## src/rtl/wb_regfile_pkg.sv

```systemverilog
// Shared constants and helpers for the write-back stage and register file.
// Holds the WB control-bus bit positions, default widths and the write-back data select.
package wb_regfile_pkg;

  localparam int REG_DATA_W  = 32;
  localparam int REG_ADDR_W  = 5;
  localparam int REG_ZERO    = 0;

  // Bit positions inside the 2-bit WB control bus latched in MEM/WB
  localparam int WB_REGWRITE = 0;
  localparam int WB_MEMTOREG = 1;

  // Load data wins over the ALU result when MemToReg is set
  function automatic logic [REG_DATA_W-1:0] wb_select(
    input logic                  mem_to_reg,
    input logic [REG_DATA_W-1:0] alu_val,
    input logic [REG_DATA_W-1:0] mem_val
  );
    logic [REG_DATA_W-1:0] sel;
    if (mem_to_reg) begin
      sel = mem_val;
    end else begin
      sel = alu_val;
    end
    return sel;
  endfunction

endpackage

```

## src/rtl/wb_regfile_chk.sv

```systemverilog
// Simulation-only checks for the write-back stage: RegWrite must be a known value
// whenever the block is out of reset.
module wb_regfile_chk (
  input logic clk,
  input logic reset,
  input logic reg_write
);

  // An X on RegWrite outside reset would make the commit decision unknown
  always @(posedge clk) begin
    if (!reset) begin
      a_regwrite_known: assert (!$isunknown(reg_write));
    end
  end

endmodule

```

## src/rtl/wb_regfile_core.sv

```systemverilog
// GPR array: synchronous clear, one write port, N combinational read ports with
// write-through bypass, and a bypass-free debug read port. Entry 0 always reads as zero.
module regfile_core
  import wb_regfile_pkg::*;
#(
  parameter int DATA_W = REG_DATA_W,
  parameter int ADDR_W = REG_ADDR_W,
  parameter int N_RD   = 2
) (
  input  logic                         clk,
  input  logic                         reset,
  input  logic                         we,
  input  logic [ADDR_W-1:0]            waddr,
  input  logic [DATA_W-1:0]            wdata,
  input  logic [N_RD-1:0][ADDR_W-1:0]  raddr,
  output logic [N_RD-1:0][DATA_W-1:0]  rdata,
  input  logic [ADDR_W-1:0]            dbg_addr,
  output logic [DATA_W-1:0]            dbg_data
);

  localparam int                DEPTH     = 2 ** ADDR_W;
  localparam logic [ADDR_W-1:0] ZERO_IDX  = ADDR_W'(REG_ZERO);

  logic [DATA_W-1:0] regs_r [DEPTH];
  logic              wr_ok_s;

  // Qualify the write so index 0 can never be committed, whatever the caller sends
  always_comb begin
    wr_ok_s = 1'b0;
    if (we && (waddr != ZERO_IDX)) begin
      wr_ok_s = 1'b1;
    end else begin
      wr_ok_s = 1'b0;
    end
  end

  // Array update: clear has priority; an unknown enable only ever touches the addressed entry
  always_ff @(posedge clk) begin
    if (reset) begin
      regs_r <= '{default: '0};
    end else if (wr_ok_s) begin
      regs_r[waddr] <= wdata;
    end else begin
      regs_r <= regs_r;
    end
  end

  for (genvar p = 0; p < N_RD; p++) begin : g_rd
    // One read port: zero register, then same-cycle bypass, then array contents
    always_comb begin
      rdata[p] = '0;
      if (raddr[p] == ZERO_IDX) begin
        rdata[p] = '0;
      end else if (wr_ok_s && (raddr[p] == waddr)) begin
        rdata[p] = wdata;
      end else begin
        rdata[p] = regs_r[raddr[p]];
      end
    end
  end

  // Debug port sees committed contents only, so a pending write shows up next cycle
  always_comb begin
    dbg_data = '0;
    if (dbg_addr == ZERO_IDX) begin
      dbg_data = '0;
    end else begin
      dbg_data = regs_r[dbg_addr];
    end
  end

endmodule

```

## src/rtl/wb_regfile.sv

```systemverilog
// Write-back stage: picks ALU or load data, qualifies the register write, commits it to
// the GPR array and exports the committed write to forwarding and the ID read ports.
module wb_regfile
  import wb_regfile_pkg::*;
#(
  parameter int DATA_W = REG_DATA_W,
  parameter int ADDR_W = REG_ADDR_W
) (
  input  logic              clk,
  input  logic              reset,
  input  logic [1:0]        WB_WB,
  input  logic [DATA_W-1:0] WB_ALUout,
  input  logic [DATA_W-1:0] WB_MEMout,
  input  logic [ADDR_W-1:0] WB_rd_or_rt,
  input  logic [ADDR_W-1:0] ID_rs,
  input  logic [ADDR_W-1:0] ID_rt,
  output logic [DATA_W-1:0] ID_rs_data,
  output logic [DATA_W-1:0] ID_rt_data,
  output logic              WB_we,
  output logic [ADDR_W-1:0] WB_waddr,
  output logic [DATA_W-1:0] WB_wdata,
  input  logic [ADDR_W-1:0] dbg_addr,
  output logic [DATA_W-1:0] dbg_data
);

  logic                      wb_we_s;
  logic [DATA_W-1:0]         wb_wdata_s;
  logic [1:0][ADDR_W-1:0]    raddr_s;
  logic [1:0][DATA_W-1:0]    rdata_s;

  // Write-back select and write qualification; reset suppresses the write and the bypass
  always_comb begin
    wb_wdata_s = wb_select(WB_WB[WB_MEMTOREG], WB_ALUout, WB_MEMout);
    wb_we_s    = 1'b0;
    if (WB_WB[WB_REGWRITE] && (WB_rd_or_rt != ADDR_W'(REG_ZERO)) && !reset) begin
      wb_we_s = 1'b1;
    end else begin
      wb_we_s = 1'b0;
    end
  end

  assign raddr_s    = {ID_rt, ID_rs};
  assign ID_rs_data = rdata_s[0];
  assign ID_rt_data = rdata_s[1];
  assign WB_we      = wb_we_s;
  assign WB_waddr   = WB_rd_or_rt;
  assign WB_wdata   = wb_wdata_s;

  regfile_core #(
    .DATA_W (DATA_W),
    .ADDR_W (ADDR_W),
    .N_RD   (2)
  ) u_core (
    .clk      (clk),
    .reset    (reset),
    .we       (wb_we_s),
    .waddr    (WB_rd_or_rt),
    .wdata    (wb_wdata_s),
    .raddr    (raddr_s),
    .rdata    (rdata_s),
    .dbg_addr (dbg_addr),
    .dbg_data (dbg_data)
  );

  wb_regfile_chk u_chk (
    .clk       (clk),
    .reset     (reset),
    .reg_write (WB_WB[WB_REGWRITE])
  );

endmodule
```

## config.mk

```make
export PLATFORM = sky130hd
export DESIGN_NAME = wb_regfile
export DESIGN_NICKNAME = d
export VERILOG_FILES = /design/src/rtl/wb_regfile_pkg.sv /design/src/rtl/wb_regfile_chk.sv /design/src/rtl/wb_regfile_core.sv /design/src/rtl/wb_regfile.sv
export SDC_FILE = /design/constraint.sdc
export NUM_CORES = 2
export LEC_CHECK = 0
export CAP_MARGIN = 20
export CORE_ASPECT_RATIO = 1.1
export CORE_MARGIN = 5
export CORE_UTILIZATION = 45
export CTS_BUF_LIST = sky130_fd_sc_hd__clkbuf_16
export CTS_CLUSTER_DIAMETER = 30
export CTS_CLUSTER_SIZE = 8
export DETAILED_ROUTE_END_ITERATION = 7
export PLACE_DENSITY_LB_ADDON = 0.15
export RECOVER_POWER = 25
export SYNTH_ARGS = -nofsm -noshare
export SYNTH_HDL_FRONTEND = slang
export SYNTH_SLANG_ARGS = --single-unit
```

## constraint.sdc

```tcl
create_clock -name clk -period 5.6 [get_ports clk]
set_input_delay 0.84 -clock clk [delete_from_list [all_inputs] [get_ports clk]]
set_output_delay 0.84 -clock clk [all_outputs]
set_load 0.05 [all_outputs]
```

==> impl_metrics.py <==
metrics = {
    "global_route": {
        "antenna_found_initial": 8,
        "grt_use_total": 0.362,
        "grt_pass1_vias": 51000,
        "grt_max_degree": 207,
        "grt_pass1_wl_mm": 369,
        "grt-ovfl-total": 0,
    },
    "yosys": {
        "synth_area_um2": 59700,
        "synth.ff_latch_count": 1024,
        "ys_warn_count": 0,
        "synth.most_common_cell": "nor2_1",
        "synthTopCellsByCount": "1,046 x nor2_1, 1,024 x dfxtp_1, 994 x a211oi_1",
        "synthArstFlopShare": 0,
        "ys_seq_area_frac": 0.344,
        "syn-num-nets": 5716,
        "syn_inst": 5628,
        "synth_flop_cell": "dfxtp_1",
        "synth_cell_type_count": 56,
        "yosysTopAreaCell": "dfxtp_1",
        "syn_avg_cell_area_um2": 10.6,
        "synth_edf_count": 0,
        "yosys-top-cells-area": "dfxtp_1 34%, mux4_2 25%, a211oi_1 13%, nor2_1 6.6%, mux2i_1 5.6%",
        "synth_top_area_share": 0.344,
    },
    "worst_setup_path": {
        "crit_path_start_kind": "input port",
        "critPathKind": "input port to flop",
        "rr_endpoint": "u_core.regs_r[94]$_SDFFE_PP0P_",
        "rr_startpoint": "u_core.regs_r[94]$_SDFFE_PP0P_",
        "crit_path_end": "u_core.regs_r[132]$_SDFFE_PP0P_",
        "critPathMaxFanout": 147,
        "rrSetupSlack_ns": 4.64,
        "rr_worst_depth": 2,
        "required_ns": 6.20,
        "end_kind": "flop",
        "cp_data_arrival_time_ns": 5.85,
        "startpoint": "reset",
    },
    "clock_network": {
        "hold_buffers": 0,
        "cts_tree": "built",
        "cts_buffers": 241,
        "clkTransAtPathRegs_ns": 0.05,
        "clock-root-buffer": "clkbuf_16",
        "cts_resized": 0,
        "postCtsSetupBuffers": 0,
        "clock_sinks": 1024,
        "insertion_delay_ns": 0.86,
        "cts.path.max_buffers": 3,
        "cts.htree.levels": 4,
    },
    "layout": {
        "register_area_um2": 20500,
        "instances_no_fill": 7628,
        "areaGrowthSynthToFinish_pct": 22.3,
        "top_register": "u_core.regs_r",
        "drive_above_1_share": 0.270,
        "final_nets": 5732,
        "fillerInstances": 11300,
        "largest_reg_flops": 1024,
        "multiInputGateArea_um2": 36100,
        "reg_top3": "u_core.regs_r x1024",
        "fin_util": 0.553,
    },
    "min_path": {
        "hp-class": "input port to flop",
    },
    "placed_design": {
        "gp_congestion": 0.935,
        "port_buffers": 221,
        "dp_hpwl_mm": 162,
        "dpl.cell_count": 7174,
    },
    "die": {
        "ios": 222,
        "core-area_um2": 132000,
        "die_y_um": 392,
        "row_count": 140,
        "design.die.area_um2": 140000,
        "floorplan.initialDensity": 0.452,
        "die_w_um": 357,
    },
    "timing": {
        "hold_viol": 0,
        "fin_skew_ns": 0,
        "maxSlewViolCount": 1106,
        "post-route-min-period_ns": 5.26,
        "max_slew_margin": -1.65,
        "worst_pin_slew_ns": 3.97,
        "finalSetupViolCount": 0,
        "rsz0062_at_grt": "false",
        "post-route-period-util": 0.939,
        "setup_tns_ns": 0,
        "hold_ws_ns": 0.399,
        "fmax_mhz": 190,
    },
    "status": {
        "outcome": "finished with violations",
        "violations": "capacitance limit, slew limit",
    },
    "drt": {
        "ant_nets": 0,
        "vias": 52900,
        "viasPerCell": 6.94,
        "dr.pass1.iters": 6,
        "top_layer": "met5",
        "wl_met1_mm": 95.4,
        "remaining_drc_errors": 0,
        "wire_per_inst_um": 34.0,
        "routed-wl-met2_mm": 112,
        "drt_iter0_markers": 7463,
        "wl_met3_mm": 32.2,
        "drt_wl_total_mm": 259,
    },
    "power_and_ir_drop": {
        "internal_power_mw": 18.0,
        "switching_share": 0.268,
        "comb_power_share": 0.113,
        "leakage_nw": 24.2,
        "total_power_mw": 24.6,
        "pwr-share-clk": 0.585,
        "p_per_area_nw_per_um2": 337,
        "p_seq_frac": 0.301,
        "switching_power_mw": 6.61,
        "peakVddDrop_uv": 298,
    },
    "flow_run": {
        "drv_cap": 23,
    },
}
-- metal layers --
layer | vias to the layer above | track usage
met5 | - | 0
met4 | 6 | 0.229
met3 | 916 | 0.119
met2 | 3727 | 0.533
met1 | 26200 | 0.458
li1 | 22100 | -
-- worst min-delay path by stage --
stage	endpoint	start	slack [ns]	cells after the start
after detailed placement	u_core.regs_r[1023]$_SDFFE_PP0P_	u_core.regs_r[1023]$_SDFFE_PP0P_	0.49	1
after global routing	u_core.regs_r[1019]$_SDFFE_PP0P_	reset	0.42	2
final	u_core.regs_r[1019]$_SDFFE_PP0P_	reset	0.40	2
after CTS	u_core.regs_r[1019]$_SDFFE_PP0P_	reset	0.36	2
after global placement	u_core.regs_r[992]$_SDFFE_PP0P_	u_core.regs_r[992]$_SDFFE_PP0P_	0.48	1
after floorplan	u_core.regs_r[1022]$_SDFFE_PP0P_	u_core.regs_r[1022]$_SDFFE_PP0P_	0.46	1
-- cell type report --
| class | instances | share of cell area |
|---|---|---|
| Inverter | 69 | 0.00355 |
| Sequential cell | 1024 | 0.281 |
| Timing Repair Buffer | 493 | 0.0755 |
| Antenna cell | 2 | 0.0000686 |
| Clock buffer | 242 | 0.0830 |
| Clock inverter | 208 | 0.0318 |
| Tap cell | 1775 | 0.0304 |
| Multi-Input combinational cell | 3815 | 0.495 |
-- cell usage in the layout (no fill, tap or decap), types with 23 or more instances in the layout --
cell type / Yosys / routed
mux2_2: 59 / 59
o211ai_1: 65 / 65
mux4_2: 674 / 674
buf_4: 50 / 204
clkdlybuf4s50_1: 0 / 139
o22ai_1: 70 / 70
o21ai_1: 32 / 32
a31o_2: 32 / 32
nand2_1: 83 / 80
clkinv_1: 1 / 38
nor2_1: 1046 / 1044
clkbuf_16: 0 / 242
a211oi_1: 994 / 994
buf_12: 0 / 117
inv_1: 68 / 95
mux2i_4: 0 / 32
nor3_1: 36 / 34
mux2i_1: 334 / 302
bufinv_16: 0 / 41
clkinvlp_4: 0 / 31
o22a_1: 28 / 28
a221oi_1: 101 / 101
nor2_4: 3 / 23
a31oi_1: 50 / 50
clkinv_2: 0 / 43
dfxtp_1: 1024 / 1024
nor2b_1: 34 / 34
-- through the flow --
stage | instance area, µm² | setup slack, ns
finish | 73000 | 0.344
global route | 73000 | 0.232
CTS | 73100 | 0.598
detailed placement | 64700 | 0.608
global placement | 64700 | 0.461
floorplan | 59700 | 1.23
-- kinds of logic after synthesis --
family | Yosys count | share of synthesized area
compound gates | 1460 | 0.185
simple gates | 1278 | 0.0881
mux | 1067 | 0.322
flops | 1024 | 0.344
buf+inv | 789 | 0.0605
xor+xnor | 10 | 0.00147
-- critical path: stages --
cell      delay (ns)
buf_8           0.36
clkbuf_1        2.22
buf_12          0.52
buf_2           1.47
a211oi_1        0.09
-- power by group through the flow --
stage,Clock [mW],Combinational [mW],Sequential [mW]
final,14.4,2.79,7.42
after detailed placement,0,2.72,7.55
after floorplan,0,1.54,7.53
after global routing,14.9,2.84,7.41
after global placement,0,2.72,7.54
after CTS,14.5,2.73,7.41
(Power assumes the default switching activity.)
